===== config.mk =====
export PLATFORM = sky130hd
export DESIGN_NAME = exec_muldiv_unit
export DESIGN_NICKNAME = d
export VERILOG_FILES = /design/src/rtl/exec_muldiv_unit.sv
export SDC_FILE = /design/constraint.sdc
export NUM_CORES = 1
export LEC_CHECK = 0
export ABC_CLOCK_PERIOD_IN_PS = 18300
export BUFFER_PORTS_ARGS = -buffer_cell sky130_fd_sc_hd__buf_2
export CORE_UTILIZATION = 65
export DETAILED_ROUTE_END_ITERATION = 12
export GPL_TIMING_DRIVEN = 0
export PLACE_DENSITY = 0.84
export SLEW_MARGIN = 10
export SYNTH_ARGS = -nofsm -noshare
export SYNTH_HDL_FRONTEND = slang
export SYNTH_SLANG_ARGS = --single-unit

===== constraint.sdc =====
create_clock -name clk -period 18.3 [get_ports clk]
set_input_delay 1.83 -clock clk [delete_from_list [all_inputs] [get_ports clk]]
set_output_delay 1.83 -clock clk [all_outputs]
set_load 0.005 [all_outputs]

===== src/rtl/exec_muldiv_unit.sv =====
// Iterative RV32M multiply/divide execution unit behind the order/accepted dispatch handshake.
// One operation at a time, fixed LEN_WORD-cycle latency, result held on a valid/ready writeback port.
module exec_muldiv_unit #(
  parameter int LEN_WORD      = 32,
  parameter int LEN_PREG_ADDR = 6,
  parameter int LEN_CONTEXT   = 2
) (
  input  logic                     clk,
  input  logic                     rst,
  input  logic                     order,
  input  logic [2:0]               order_func3,
  input  logic [LEN_WORD-1:0]      order_d_rs1,
  input  logic [LEN_WORD-1:0]      order_d_rs2,
  input  logic [LEN_PREG_ADDR-1:0] order_pa_rd,
  input  logic [LEN_CONTEXT-1:0]   order_context,
  output logic                     accepted,
  input  logic                     branch_hazard,
  input  logic [LEN_CONTEXT-1:0]   hazard_context_info,
  output logic                     busy,
  output logic                     wb_valid,
  output logic [LEN_PREG_ADDR-1:0] wb_pa_rd,
  output logic [LEN_WORD-1:0]      wb_data,
  input  logic                     wb_ready
);
  localparam int CW = $clog2(LEN_WORD);
  localparam logic [CW-1:0] LAST = CW'(LEN_WORD - 1);

  typedef enum logic [1:0] {IDLE, BUSY, DONE} state_t;

  state_t                   state, state_nxt;
  logic [CW-1:0]            cnt;
  logic [2:0]               func3_q;
  logic [LEN_CONTEXT-1:0]   ctx_q;
  logic [2*LEN_WORD-1:0]    acc;
  logic [LEN_WORD-1:0]      opb;
  logic                     neg_q;

  logic                     kill, take;
  logic [LEN_CONTEXT-1:0]   ctx_sel;

  // operand conditioning at dispatch
  logic                     is_div, sgn_a, sgn_b, neg_in;
  logic [LEN_WORD-1:0]      mag_a, mag_b;

  always_comb begin
    is_div = order_func3[2];
    sgn_a  = (order_func3 == 3'b001 || order_func3 == 3'b010 ||
              order_func3 == 3'b100 || order_func3 == 3'b110) && order_d_rs1[LEN_WORD-1];
    sgn_b  = (order_func3 == 3'b001 || order_func3 == 3'b100 ||
              order_func3 == 3'b110) && order_d_rs2[LEN_WORD-1];
    mag_a  = sgn_a ? -order_d_rs1 : order_d_rs1;
    mag_b  = sgn_b ? -order_d_rs2 : order_d_rs2;
    if (!is_div)
      neg_in = sgn_a ^ sgn_b;
    else if (order_func3[1])
      neg_in = sgn_a;
    else
      // quotient of a divide by zero is all ones regardless of dividend sign
      neg_in = (sgn_a ^ sgn_b) && (order_d_rs2 != '0);
  end

  // one iteration of shift-add / restoring shift-subtract
  logic [LEN_WORD:0]        msum, trial;
  logic [2*LEN_WORD-1:0]    acc_step;

  always_comb begin
    msum  = {1'b0, acc[2*LEN_WORD-1:LEN_WORD]} + (acc[0] ? {1'b0, opb} : {(LEN_WORD+1){1'b0}});
    trial = acc[2*LEN_WORD-1:LEN_WORD-1] - {1'b0, opb};
    if (!func3_q[2])
      acc_step = {msum, acc[LEN_WORD-1:1]};
    else if (trial[LEN_WORD])
      acc_step = {acc[2*LEN_WORD-2:0], 1'b0};
    else
      acc_step = {trial[LEN_WORD-1:0], acc[LEN_WORD-2:0], 1'b1};
  end

  // sign fix-up and result selection from the final iteration
  logic [2*LEN_WORD-1:0]    prod_s;
  logic [LEN_WORD-1:0]      quot_s, rem_s, result;

  always_comb begin
    prod_s = neg_q ? -acc_step : acc_step;
    quot_s = neg_q ? -acc_step[LEN_WORD-1:0] : acc_step[LEN_WORD-1:0];
    rem_s  = neg_q ? -acc_step[2*LEN_WORD-1:LEN_WORD] : acc_step[2*LEN_WORD-1:LEN_WORD];
    case (func3_q)
      3'b000:                 result = acc_step[LEN_WORD-1:0];
      3'b001, 3'b010, 3'b011: result = prod_s[2*LEN_WORD-1:LEN_WORD];
      3'b100, 3'b101:         result = quot_s;
      default:                result = rem_s;
    endcase
  end

  always_comb begin
    ctx_sel  = (state == IDLE) ? order_context : ctx_q;
    kill     = branch_hazard && |(hazard_context_info & ctx_sel);
    accepted = order && (state == IDLE) && !rst;
    take     = accepted && !kill;
    busy     = (state != IDLE);
    wb_valid = (state == DONE);
  end

  always_comb begin
    state_nxt = state;
    case (state)
      IDLE: if (take) state_nxt = BUSY;
      BUSY: begin
        if (kill)             state_nxt = IDLE;
        else if (cnt == LAST) state_nxt = DONE;
      end
      DONE: if (kill || wb_ready) state_nxt = IDLE;
      default: state_nxt = IDLE;
    endcase
  end

  always_ff @(posedge clk or posedge rst) begin
    if (rst) state <= IDLE;
    else     state <= state_nxt;
  end

  always_ff @(posedge clk or posedge rst) begin
    if (rst) begin
      cnt      <= '0;
      func3_q  <= '0;
      ctx_q    <= '0;
      acc      <= '0;
      opb      <= '0;
      neg_q    <= 1'b0;
      wb_pa_rd <= '0;
      wb_data  <= '0;
    end else if (state == IDLE) begin
      if (take) begin
        cnt      <= '0;
        func3_q  <= order_func3;
        ctx_q    <= order_context;
        acc      <= {{LEN_WORD{1'b0}}, mag_a};
        opb      <= mag_b;
        neg_q    <= neg_in;
        wb_pa_rd <= order_pa_rd;
      end
    end else if (state == BUSY && !kill) begin
      acc <= acc_step;
      cnt <= cnt + 1'b1;
      if (cnt == LAST) wb_data <= result;
    end
  end

endmodule


# Word level (Yosys, flattened, before mapping)
# Index checks and enable logic that the tools add are counted.
dict set report totals {
  out_inout_bits 41
  inputBits 82
  register_bits 147
}
dict set report op_classes {
  addsub 8
  n_eq_ne 15
  mux 23
  n_bitwise 3
  reduce_logical 28
}
# cell n
set op_table {}
lappend op_table {{$mux W64} 6}
lappend op_table {{$mux W32} 5}
lappend op_table {{$neg A32 Y32} 4}
lappend op_table {{$pmux W32 S3} 1}
lappend op_table {{$neg A64 Y64} 1}
lappend op_table {{$add A32 B32 Y33} 1}
lappend op_table {{$sub A33 B32 Y33} 1}
lappend op_table {{$reduce_bool A32 Y1} 1}
lappend op_table {{$mux W5} 3}
lappend op_table {{$eq A3 B3 Y1 const B} 4}
lappend op_table {{$mux W2} 5}
lappend op_table {{$eq A3 B2 Y1 const B} 3}
lappend op_table {{$logic_and A1 B1 Y1} 8}
lappend op_table {{$eq A3 B1 Y1 const B} 2}
lappend op_table {{$logic_or A1 B1 Y1} 6}
lappend op_table {{$pmux W2 S3} 1}
lappend op_table {{$reduce_and A3 Y1} 2}
lappend op_table {{$add A5 B1 Y5 const B} 1}
lappend op_table {{$eq A5 B5 Y1 const B} 1}
lappend op_table {{$reduce_and A2 Y1} 2}
lappend op_table {{$reduce_bool A2 Y1} 2}
lappend op_table {{$reduce_or A2 Y1} 2}
lappend op_table {{$logic_not A3 Y1} 1}
lappend op_table {{$ne A3 B3 Y1 const B} 1}
lappend op_table {{11 further kinds} 13}

# Longest topological paths before layout
dict set report logic_depth {
  ltp_word 9
  depth_mapped 25
}

# Worst setup path after synthesis
# No wires, ideal clock.
dict set report synth_path {
  kind {input -> output}
  startpoint {input port rst}
  endpoint {output port accepted}
  setup_slack_ns 10.982
  arrival_time_ns 5.488
  cell_stages 3
  n_path_buf 0
  path_cell_list {inv_1 -> nand3_1 -> inv_1}
}
dict set report synth_via {
  elab_chain_cells 2
}
# element line
set synth_lines {}
lappend synth_lines {{start, declared} 9} ;# input logic rst,
lappend synth_lines {{$logic_not A1 Y1 (no line)} --}
lappend synth_lines {{$logic_and A1 B1 Y1} 96} ;# accepted = order && (state == IDLE) && !rst;
lappend synth_lines {{end, declared} 16} ;# output logic accepted,
# Every way passes these cells.

# Final worst setup path
dict set report layout_path {
  startpoint {register func3_q[2]}
  endpoint {register wb_data[26]}
}
dict set report layout_via {
  elab_chain_cells 4
  elab_cells_between_ends 16
  classes_between {3 x add/sub; 5 x eq/ne; 5 x mux; 3 x reduce/logical}
}
# element line
set layout_lines {}
lappend layout_lines {{start, declared} 32} ;# logic [2:0] func3_q;
lappend layout_lines {{start signal, assigned} 133} ;# func3_q <= order_func3;
lappend layout_lines {{$mux W64} 69} ;# if (!func3_q[2])
lappend layout_lines {{$neg A64 Y64 (tied with other cells)} 82} ;# prod_s = neg_q ? -acc_step : acc_step;
lappend layout_lines {{$mux W64 (tied with other cells)} 82}
lappend layout_lines {{$pmux W32 S3 (*)} 85} ;# case (func3_q)
lappend layout_lines {{end signal, assigned} 143} ;# if (cnt == LAST) wb_data <= result;
lappend layout_lines {{end, declared} 22} ;# output logic [LEN_WORD-1:0] wb_data,
# Every way passes the cells marked *; elsewhere a longest branch is shown, timed or not.
# A chain may end at the register's enable or synchronous reset.

==> flow_metrics.env <==
export IMPL_outcome="completed"
export IMPL_period_needed_ps=9637
export IMPL_die_y_microns=155.9
export IMPL_layout_drive_gt1_share_pct=10.69
export IMPL_synth_area_per_cell_sq_um=7.423
export IMPL_clockBufferDepth=2
export IMPL_yosysSeqAreaShare_pct=23.91
export IMPL_cp_data_required_time_ps=18630
export IMPL_start_util_pct=67.15
export IMPL_slew_violations=0
export IMPL_critical_path_class="reg2reg"
export IMPL_slowest_delay_ps=740
export IMPL_firstDrtPassIters=7
export IMPL_rsz0062_at_grt="no"
export IMPL_io_pins=123
export IMPL_dp_cells=2508
export IMPL_hpwlAfterDp_mm=46.02
export IMPL_hold_class="reg2reg"
export IMPL_gp_congestion=1.092
export IMPL_post_cts_buffers=0
export IMPL_fmax_mhz=103.8
export IMPL_htree_num_levels=4
export IMPL_n_fill_cell=1827
export IMPL_root_buffer="clkbuf_16"
export IMPL_synthCells=2073
export IMPL_area_growth_pct=10.74
export IMPL_die_x_microns=155.9
export IMPL_slowest_stage="buf_1"
export IMPL_cp_common_cell="buf_2"
export IMPL_cp_arrival_ps=9970
export IMPL_hold_violations=0
export IMPL_postCtsHoldBufs=0
export IMPL_grt_pass1_vias=16760
export IMPL_post_route_period_util_pct=52.66
export IMPL_via_count=17950
export IMPL_clock_latency_ps=450
export IMPL_setup_slack_ps=8663
export IMPL_crit_path_end_kind="register"
export IMPL_tightest_slew_ps=1206
export IMPL_antenna_found_initial=0
export IMPL_grt_max_degree=93
export IMPL_synth_seq_cells=147
export IMPL_cap_violations=0
export IMPL_cpLargestDelayFamily="buffers and inverters"
export IMPL_tritoncts="yes"
export IMPL_crit_fanout=10
export IMPL_wl_per_cell_microns=23.85
export IMPL_synthArstFlopShare_pct=100.0
export IMPL_port_buffer_count=121
export IMPL_overflow=0
export IMPL_core_area_sq_mm=0.02292
export IMPL_synth_area_leaders="dfrtp_1 (24%), nand2_1 (7.7%), o21ai_0 (7.1%)"
export IMPL_via_per_inst=7.063
export IMPL_fin_setup_tns_ps=0
export IMPL_clkTransAtPathRegs_ps=70
export IMPL_syn_num_nets=2226
export IMPL_layout_cells_non_filler=2541
export IMPL_finClkSkew_ps=19.49
export IMPL_slew_limit_headroom_pct=19.40
export IMPL_grt_first_pass_wirelength_mm=92.36
export IMPL_synth_area_sq_mm=0.01539
export IMPL_grt_usage_pct=50.07
export IMPL_crit_buf_inv=13
export IMPL_dieArea_sq_mm=0.02429
export IMPL_drc=0
export IMPL_pre_cts_slack_ps=9417
export IMPL_fin_worst_hold_slack_ps=472.5
export IMPL_crit_path_start_kind="register"
export IMPL_clkSinkCount=147
export IMPL_yosysWarningCount=0
export IMPL_synth_edf_count=0
export IMPL_post_cts_resized=0
export IMPL_cts_inserted_buffers=17
export IMPL_setup_viol=0
export IMPL_synth_ff_type="dfrtp_1"
export IMPL_drt_total_wl_mm=60.61
export IMPL_synth_cell_types=81
export IMPL_drtAntennaViolNets=0
export IMPL_synth_top_area_share_pct=23.91
export IMPL_row_count=55
export IMPL_synth_top_area_cell="dfrtp_1"
export IMPL_dr_first_iter_drc_count=2726
export IMPL_fin_nets=2367
export IMPL_path_cells="buf_2 -> buf_2 -> buf_2 -> buf_1 -> clkbuf_1 -> buf_2 -> buf_2 -> buf_2 -> buf_2 -> buf_2 -> clkbuf_1 -> clkbuf_1 -> mux2i_1 -> ha_1 -> nand3_1 -> nor4_1 -> nand2_1 -> or3_1 -> clkbuf_1 -> or4_1 -> o311ai_0 -> o21bai_1 -> o32a_1"
cell usage after synthesis (all sizes together), types with 16 or more instances:
master and n:
a21o 29, nor2b 16, mux2i 46, or3 27, o21ai 224, ha 69, and2 42, buf 35
nand4 19, xor2 77, xnor2 90, o31ai 38, a22o 22, nor3 49, dfrtp 147, nor2 136
nand2 316, inv 64, clkbuf 87, a21oi 172, o211ai 19, a211oi 20, mux2 25, or2 16
and3 17, nand3 28, a31oi 21, nand2b 29
sequential cells by signal, indices dropped and copies added, names as in the netlist:
signal,cells
acc,64
opb,32
wb_data,32
wb_pa_rd,6
cnt,5
func3_q,3
ctx_q,2
state,2
neg_q,1
routing by layer:
layer / vias up / part of all wire (%) / wire, microns / track usage (%)
met3: 377 / 15 / 8867 / 15.50
li1: 7782 / - / - / -
met1: 8224 / 37 / 22350 / 63.60
met5: - / 0.082 / 50 / 0
met4: 2 / 7.4 / 4481 / 31.61
met2: 1562 / 41 / 24860 / 73.83
logic make-up (layout without fill, tap and decap cells):
group	count (synthesis)	after routing	share of synthesized area, %
other cells	0	1	0
mux	71	71	4.822
flops	147	147	23.91
xor+xnor	167	167	9.506
compound gates	676	676	27.89
fa+ha+maj	71	71	5.871
buf+inv	188	342	4.798
simple gates	753	753	23.21
path summary, 6_finish.rpt:
path / from / cells after the start / slack (ps) / end
worst max-delay path: func3_q[2] / 23 / 8660 / wb_data[26]
worst min-delay path: wb_pa_rd[3] / 2 / 470 / wb_pa_rd[3]
worst max register to register: func3_q[2] / 23 / 8660 / wb_data[26]
worst min register to register: wb_pa_rd[3] / 2 / 470 / wb_pa_rd[3]
max in group asynchronous: rst / 3 / 16000 / wb_data[29]
min in group asynchronous: rst / 2 / 1410 / opb[20]
worst reg2reg max path, delay by kind of cell, from the launching register on:
family / cells / cell delay (ps)
buffers and inverters: 13 / 5560
AND/OR/NAND/NOR: 5 / 2010
AO/OA/AOI/OAI: 3 / 860
flip-flops: 1 / 470
multiplexers: 1 / 330
adder cells (fa/ha/maj): 1 / 300
final cells by class:
cell class                      instances  area (sq um)  share of cell area [%]
Antenna cell                            1         2.502                 0.01469
Tap cell                              313         391.6                   2.298
Clock buffer                           18         439.2                   2.577
Timing Repair Buffer                  122         633.1                   3.715
Sequential cell                       147          3679                   21.59
Clock inverter                         14         180.2                   1.057
Buffer                                122         490.5                   2.878
Multi-Input combinational cell       1738         10970                   64.39
Inverter                               66         252.7                   1.483
placed cells by master (no fill, tap or decap), types with 16 or more instances in the layout:
cell,netlist,routed
nand4_1,19,19
inv_1,64,63
clkbuf_1,85,85
ha_1,69,69
a22o_1,22,22
nand2_1,316,316
a21o_1,29,29
buf_2,18,139
xor2_1,77,77
buf_1,16,16
dfrtp_1,147,147
nor2_1,136,136
o31ai_1,38,38
and3_1,17,17
nand2b_1,29,29
o211ai_1,18,18
clkbuf_16,0,17
nand3_1,27,27
mux2i_1,46,46
mux2_2,25,25
or3_1,27,27
nor2b_1,16,16
a21oi_1,168,168
a211oi_1,19,19
a31oi_1,21,21
nor3_1,49,49
xnor2_1,90,90
o21ai_0,218,218
and2_1,42,42
stage by stage:
stage / utilization [%] / area [sq um]
finish: 74.36 / 17040
CTS: 74.35 / 17040
global route: 74.35 / 17040
detailed placement: 71.65 / 16420
floorplan: - / 15390
global placement: 71.50 / 16380
Power is left out: the tool's default activity adds up to more than one toggle a clock period on the data nets, which glitch-free logic cannot reach.
